$ cat src/rtl/de1soc_io_pkg.sv
// ---------------------------------------------------------------------------
// de1soc_io_pkg
// Shared constants for the DE1-SoC board I/O conditioning blocks.
//   CLK_HZ                  : board system clock (CLOCK_50)
//   DEBOUNCE_MS             : pushbutton settle time
//   DEBOUNCE_CYCLES_DEFAULT : settle time expressed in CLK_HZ cycles
// ---------------------------------------------------------------------------
package de1soc_io_pkg;

  localparam int unsigned CLK_HZ                  = 50_000_000;
  localparam int unsigned DEBOUNCE_MS             = 20;
  localparam int unsigned DEBOUNCE_CYCLES_DEFAULT = (CLK_HZ / 1000) * DEBOUNCE_MS;

endpackage : de1soc_io_pkg

$ cat src/rtl/key_debounce.sv
// ---------------------------------------------------------------------------
// key_debounce
// One pushbutton channel: 2-flop synchronizer on the raw active-low pin,
// consecutive-sample debounce counter and registered press/release pulses.
// Ports:
//   clk, reset   : system clock, synchronous active-high reset
//   key_n        : raw asynchronous pin, active-low
//   key_pressed  : debounced level, 1 = held
//   key_press    : one-cycle pulse in the first cycle key_pressed reads 1
//   key_release  : one-cycle pulse in the first cycle key_pressed reads 0
//   press_next   : combinational "key_press will be 1 next cycle", lets the
//                  parent load data registers in step with key_press
// ---------------------------------------------------------------------------
module key_debounce
  import de1soc_io_pkg::*;
#(
  parameter int unsigned DEBOUNCE_CYCLES = DEBOUNCE_CYCLES_DEFAULT
) (
  input  logic clk,
  input  logic reset,
  input  logic key_n,
  output logic key_pressed,
  output logic key_press,
  output logic key_release,
  output logic press_next
);

  localparam int unsigned        CNT_W   = $clog2(DEBOUNCE_CYCLES);
  localparam logic [CNT_W-1:0]   CNT_MAX = CNT_W'(DEBOUNCE_CYCLES - 1);

  logic [1:0]       sync_q;
  logic             key_sync;
  logic             stable_q, stable_d;
  logic [CNT_W-1:0] cnt_q, cnt_d;
  logic             press_q, press_d;
  logic             release_q, release_d;

  // sync_q[1] is the metastability-safe stage; invert to active-high.
  assign key_sync = ~sync_q[1];

  always_comb begin
    // NOTE: every always_comb output gets a default first so no path leaves
    // it unassigned, which would otherwise infer a latch.
    stable_d = stable_q;
    cnt_d    = cnt_q;
    if (key_sync == stable_q) begin
      // Any sample agreeing with the accepted level restarts the count.
      cnt_d = '0;
    end else if (cnt_q == CNT_MAX) begin
      // Counter never passes CNT_MAX: it resets here instead of wrapping.
      stable_d = ~stable_q;
      cnt_d    = '0;
    end else begin
      cnt_d = cnt_q + 1'b1;
    end
    press_d   =  stable_d & ~stable_q;
    release_d = ~stable_d &  stable_q;
  end

  always_ff @(posedge clk) begin
    // NOTE: sequential state uses non-blocking assignments so every flop
    // samples pre-edge values, regardless of statement order.
    if (reset) begin
      sync_q    <= 2'b11;   // released pin level
      stable_q  <= 1'b0;
      cnt_q     <= '0;
      press_q   <= 1'b0;
      release_q <= 1'b0;
    end else begin
      sync_q    <= {sync_q[0], key_n};
      stable_q  <= stable_d;
      cnt_q     <= cnt_d;
      press_q   <= press_d;
      release_q <= release_d;
    end
  end

  assign key_pressed = stable_q;
  assign key_press   = press_q;
  assign key_release = release_q;
  // Gated by reset so the parent never sees a load request during reset.
  assign press_next  = press_d & ~reset;

endmodule : key_debounce

$ cat src/rtl/de1soc_key_input.sv
// ---------------------------------------------------------------------------
// de1soc_key_input
// DE1-SoC pushbutton and slider-switch input conditioner. Each KEY pin gets
// its own debounce channel; the synchronized SW value is captured on every
// debounced KEY[0] press.
// Ports:
//   clk, reset   : 50 MHz system clock, synchronous active-high reset
//   key_n        : raw KEY pins, asynchronous, active-low
//   sw           : raw SW pins, asynchronous
//   key_pressed  : debounced levels, 1 = held
//   key_press    : one-cycle pulse per debounced press
//   key_release  : one-cycle pulse per debounced release
//   sw_value     : SW value captured on the KEY[0] press
//   sw_valid     : one-cycle pulse in the cycle sw_value updates
// ---------------------------------------------------------------------------
module de1soc_key_input
  import de1soc_io_pkg::*;
#(
  parameter int unsigned NUM_KEYS        = 4,
  parameter int unsigned NUM_SW          = 10,
  parameter int unsigned DEBOUNCE_CYCLES = DEBOUNCE_CYCLES_DEFAULT
) (
  input  logic                clk,
  input  logic                reset,
  input  logic [NUM_KEYS-1:0] key_n,
  input  logic [NUM_SW-1:0]   sw,
  output logic [NUM_KEYS-1:0] key_pressed,
  output logic [NUM_KEYS-1:0] key_press,
  output logic [NUM_KEYS-1:0] key_release,
  output logic [NUM_SW-1:0]   sw_value,
  output logic                sw_valid
);

  // Keys whose press captures SW; only KEY[0] does.
  localparam logic [NUM_KEYS-1:0] SW_LOAD_KEYS = NUM_KEYS'(1);

  logic [NUM_KEYS-1:0] press_next;
  logic                sw_load;
  logic [NUM_SW-1:0]   sw_meta_q, sw_sync_q;
  logic [NUM_SW-1:0]   sw_value_q, sw_value_d;
  logic                sw_valid_q;

  for (genvar i = 0; i < NUM_KEYS; i++) begin : g_key
    key_debounce #(
      .DEBOUNCE_CYCLES (DEBOUNCE_CYCLES)
    ) u_key_debounce (
      .clk         (clk),
      .reset       (reset),
      .key_n       (key_n[i]),
      .key_pressed (key_pressed[i]),
      .key_press   (key_press[i]),
      .key_release (key_release[i]),
      .press_next  (press_next[i])
    );
  end

  // Load on the same edge that raises key_press[0], so sw_value and
  // sw_valid change in the cycle the press pulse is visible.
  assign sw_load    = |(press_next & SW_LOAD_KEYS);
  assign sw_value_d = sw_load ? sw_sync_q : sw_value_q;

  always_ff @(posedge clk) begin
    if (reset) begin
      sw_meta_q  <= '0;
      sw_sync_q  <= '0;
      sw_value_q <= '0;
      sw_valid_q <= 1'b0;
    end else begin
      sw_meta_q  <= sw;
      sw_sync_q  <= sw_meta_q;
      sw_value_q <= sw_value_d;
      sw_valid_q <= sw_load;
    end
  end

  assign sw_value = sw_value_q;
  assign sw_valid = sw_valid_q;

endmodule : de1soc_key_input

$ cat config.mk
export PLATFORM = sky130hd
export DESIGN_NAME = de1soc_key_input
export DESIGN_NICKNAME = d
export VERILOG_FILES = /design/src/rtl/de1soc_io_pkg.sv /design/src/rtl/key_debounce.sv /design/src/rtl/de1soc_key_input.sv
export SDC_FILE = /design/constraint.sdc
export NUM_CORES = 1
export LEC_CHECK = 0
export BUFFER_PORTS_ARGS = -buffer_cell sky130_fd_sc_hd__buf_2
export CAP_MARGIN = 30
export CORE_MARGIN = 10
export CORE_UTILIZATION = 59
export DETAILED_ROUTE_END_ITERATION = 8
export PLACE_DENSITY = 0.78
export SLEW_MARGIN = 20
export SYNTH_ARGS = -nofsm -noshare
export SYNTH_HDL_FRONTEND = slang
export SYNTH_HIERARCHICAL = 1
export SYNTH_SLANG_ARGS = --single-unit
$ cat constraint.sdc
create_clock -name clk -period 3.16 [get_ports clk]
set_input_delay 0.316 -clock clk [delete_from_list [all_inputs] [get_ports clk]]
set_output_delay 0.316 -clock clk [all_outputs]
set_load 0.01 [all_outputs]
# == Word level (Yosys, flattened, before mapping) ==
# Index checks and enable logic that the tools add are counted.
# word_totals
register_bits,131
wordCells,70
in_bits,16
# op_classes
bitwise,22
n_eq_ne,8
muxes,8
n_reduce_logical,4
n_addsub,4
# op_table
op,count
adder 20 x 1 -> 20 bit (second input constant),4
== test 20 bit (second input constant),4
NOT 1 bit,13
OR reduction 3 bit,4
AND 1 bit,9
two-way mux 1 bit,8
== test 1 bit,4

# == Logic depth before layout (Yosys ltp) ==
# depth
ltp_word,5
mapped_depth,8

# == Cells and area by module ==
# Netlist, hierarchy kept.
# modules_own_cells
mod,n_inst,area_per_inst_um2,seq_area_each_um2,cells_per_inst
key_debounce,4,1079.8,500.5,122
de1soc_key_input,1,918.4,620.6,76

# == Worst setup path after synthesis ==
# OpenSTA, ideal clock, no wires.
# synth_path
kind,reg2reg
start,register g_key[0].u_key_debounce.cnt_q[0]
end,"register sw_value_q[0], in the netlist sw_value[0]"
n_path_buf,1
period_less_slack_ns,2.268
setup_ns,0.117
path_slack_ns,0.892
arrival_time_ns,2.151
stages_incl_launch_ff,9
cell_sequence,dfxtp_1 ha_1 nand3_1 or2_1 or3_1 nor3_1 buf_6 mux2i_1 nor2_1
# synth_between
elab_chain_len,5
# synth_rtl
item,line_no,source
"start, declared",key_debounce.sv:34,"logic [CNT_W-1:0] cnt_q, cnt_d;"
"start signal, assigned",key_debounce.sv:72,cnt_q <= cnt_d;
== test 20 bit,key_debounce.sv:49,end else if (cnt_q == CNT_MAX) begin
two-way mux 1 bit,key_debounce.sv:49,
two-way mux 1 bit,key_debounce.sv:46,if (key_sync == stable_q) begin
AND 1 bit,key_debounce.sv:56,press_d = stable_d & ~stable_q;
AND 1 bit,key_debounce.sv:82,assign press_next = press_d & ~reset;
net press_next[0],de1soc_key_input.sv:37,logic [NUM_KEYS-1:0] press_next;
"end signal, assigned",de1soc_key_input.sv:71,sw_value_q <= sw_value_d;
"end, declared",de1soc_key_input.sv:40,"logic [NUM_SW-1:0] sw_value_q, sw_value_d;"
# The timed path passes the listed nets, and every way through them passes these cells.
# A chain may end at the register's enable or synchronous reset.

# == Worst setup path in the final report ==
# layout_path
start,register g_key[0].u_key_debounce.cnt_q[0]
end,"register sw_value_q[7], in the netlist sw_value[7]"
# The elaborated chain is that of the path after synthesis.

==> flow_summary.rst <==
.. list-table::
   :header-rows: 1

   * - Metric
     - Value
   * - Peak fanout along the critical path
     - 11
   * - Gate count after technology mapping
     - approximately 560
   * - Unrepaired setup endpoints after global routing
     - false
   * - Static leakage
     - around 2.0 nW
   * - R2r worst-path depth
     - 8
   * - Routed Antenna Nets
     - 0
   * - Cells along the critical path
     - ha_1, nand3_1, or2_1, or3_1, nor3_2, buf_4, mux2i_1, nor2_1
   * - Fraction of final layout cells sized beyond drive strength 1
     - 0.165
   * - Area growth from synthesis to final layout
     - 17.5%
   * - Library cell contributing the largest single delay on the critical path
     - sky130_fd_sc_hd__or3_1
   * - Yosys warning count
     - 6
   * - Via count of the first global-routing pass
     - 4111
   * - Final-layout fill cell count
     - approximately 650
   * - Buffers inserted during post-CTS setup optimization
     - 0
   * - Number of diodes added for antenna fixing
     - 0
   * - Area post-placement
     - 5500 um^2
   * - Half-perimeter wire length of the detailed placement result
     - approximately 7.1 mm
   * - DRT Pass-1 Iters
     - 4
   * - Maximum ir drop on the vdd rail
     - between 300 and 400 uV
   * - Vias after detailed routing
     - ~4100
   * - Number of buffers added to fix hold violations after cts
     - 9
   * - Power per unit of standard cell area
     - around 570 nW/um^2
   * - Result of the run
     - finished, final reports clean
   * - Floorplan core area
     - just under 9000 um^2
   * - Avg Vias per Cell
     - 5.50
   * - X dimension of the die
     - approximately 110 um
   * - Root cell of the clock tree
     - sky130_fd_sc_hd__clkbuf_8
   * - Core Rows
     - 34
   * - Global routing usage summed across all routing layers
     - 0.171
   * - Crit path DAT
     - about 2.8 ns
   * - Mean Syn Cell Area
     - 9.31 um^2
   * - Maxcap violations
     - 0
   * - Ratio of final minimum period to clock period
     - 0.766
   * - Longest individual stage delay on the worst path
     - between 0.4 and 0.5 ns
   * - Post-CTS clock slew at the launch and capture registers of the worst setup and hold paths
     - around 0.060 ns
   * - Slew @ Worst Pin
     - ~0.8 ns
   * - Max Clock Freq
     - 413 MHz
   * - Post-Synthesis Cell Area
     - between 5000 and 6000 um^2
   * - DRC marker count from the first detailed-route iteration
     - 196
   * - Global-route wire length before repair
     - around 18 mm
   * - Total Routed Length
     - around 11 mm
   * - Shortest clock period the worst path allows after layout
     - ~2.4 ns
   * - Area enclosed by the die boundary
     - about 13000 um^2
   * - CTS tree
     - built
   * - Clock insertion delay at the later pin of the skew report
     - 0.52 ns
   * - Tightest Hold Check Type
     - in -> reg
   * - Initial antenna violation count
     - 0
   * - Reg-to-reg startpoint
     - g_key[0].u_key_debounce/cnt_q[0]$_SDFF_PP0_
   * - Start point of the worst hold path
     - sw[5]
   * - Post-CTS Resized
     - 0
   * - Num CTS Buffers
     - 17
   * - Depth of the worst hold-timing path
     - 2
   * - Clock Tree Buf Depth
     - 2
   * - Worst hold slack
     - about 0.018 ns
   * - Largest net degree at the start of global routing
     - 36
   * - Quantity of I/O buffers inserted on ports
     - 38
   * - Final nets
     - 637
   * - Gp weighted congestion
     - 0.873
   * - Accumulated negative setup slack
     - 0 ns
   * - Type of the setup path with the least slack
     - reg -> reg
   * - Initial Util
     - 0.602
   * - Number of nets produced by synthesis
     - between 500 and 600
   * - Crit path launch
     - g_key[0].u_key_debounce/cnt_q[0]$_SDFF_PP0_
   * - Worst Skew
     - about 0.013 ns
   * - Max Slew Vio Count
     - 0
   * - Slew headroom
     - 0.472
   * - Total count of hold-check failures in the final report
     - 0
   * - Setup crit end kind
     - flop
   * - Total grt overflow
     - 0
   * - End-of-flow core utilization
     - 0.707
   * - Number of clock sinks
     - ~130
   * - CTS H-tree lvls
     - 4
   * - Routed length per instance
     - approximately 14 um
   * - Die boundary height
     - around 110 um
   * - Number of top-level pins
     - 39
   * - Category of the worst setup path launch point
     - flop
   * - CP required
     - ~3.5 ns
   * - Total DRC errors in the routed layout
     - 0
   * - Post-route cell area
     - just over 6000 um^2
   * - Final setup violation count
     - 0
[placed cells by master (no fill, tap or decap), types with 20 or more instances in the layout]
cell type and n:
sky130_fd_sc_hd__or3_1 20, sky130_fd_sc_hd__nor2_1 70, sky130_fd_sc_hd__nor2b_1 20, sky130_fd_sc_hd__nand2_1 36, sky130_fd_sc_hd__dfxtp_1 131, sky130_fd_sc_hd__a21oi_1 28, sky130_fd_sc_hd__nor3_1 20, sky130_fd_sc_hd__xnor2_1 48
sky130_fd_sc_hd__buf_2 38
[through the flow]
step                std cells  total power, mW  worst slack, ns
global placement          697             1.76            0.847
global route              738             3.61            0.580
finish                    738             3.49            0.739
CTS                       738             3.54            0.737
detailed placement        697             1.76            0.743
floorplan                 561             1.74            0.892
[critical path: cells and delay by family (launching register included)]
family	cells	cell delay [ns]
buffers and inverters	1	0.24
and+or+nand+nor	5	1.23
muxes	1	0.23
adders and majority gates	1	0.20
DFF	1	0.37
[layout make-up]
| type | instances | area, um^2 | share of cell area |
|---|---|---|---|
| flip-flops and latches | 131 | 2620 | 0.427 |
| multi-input cells | 402 | 2480 | 0.404 |
| clock buffers | 20 | 435 | 0.0710 |
| repair buffers | 49 | 295 | 0.0481 |
| well taps | 108 | 135 | 0.0220 |
| clock inverters | 12 | 108 | 0.0175 |
| inverters | 16 | 60.1 | 0.00979 |
[layer usage]
layer  track usage  share of wire
met5             0              0
met1         0.202           0.44
met4        0.0810          0.013
met2         0.280           0.51
met3        0.0456          0.038
[path summary, 6_finish.rpt]
kind | to | slack [ns]
min | sw_meta_q[5]$_SDFF_PP0_ | 0.02
max | sw_value[7]$_SDFFE_PP0P_ | 0.74
max reg2reg | sw_value[7]$_SDFFE_PP0P_ | 0.74
min reg2reg | g_key[2].u_key_debounce/sync_q[1]$_SDFF_PP1_ | 0.42
[state kept, by name, indices dropped and copies added (netlist names)]
signal	flops
g_key.u_key_debounce/key_release	4
g_key.u_key_debounce/cnt_q	80
sw_sync_q	10
sw_meta_q	10
sw_value	10
g_key.u_key_debounce/sync_q	8
g_key.u_key_debounce/key_pressed	4
g_key.u_key_debounce/key_press	4
sw_valid	1
[where the power goes]
group / leakage (nW) / switching, mW / internal (mW)
registers: 1.06 / 0.00718 / 1.67
logic: 0.657 / 0.0281 / 0.0267
clock network: 0.261 / 0.698 / 1.06
No activity file was read; power rests on OpenSTA's default activity.
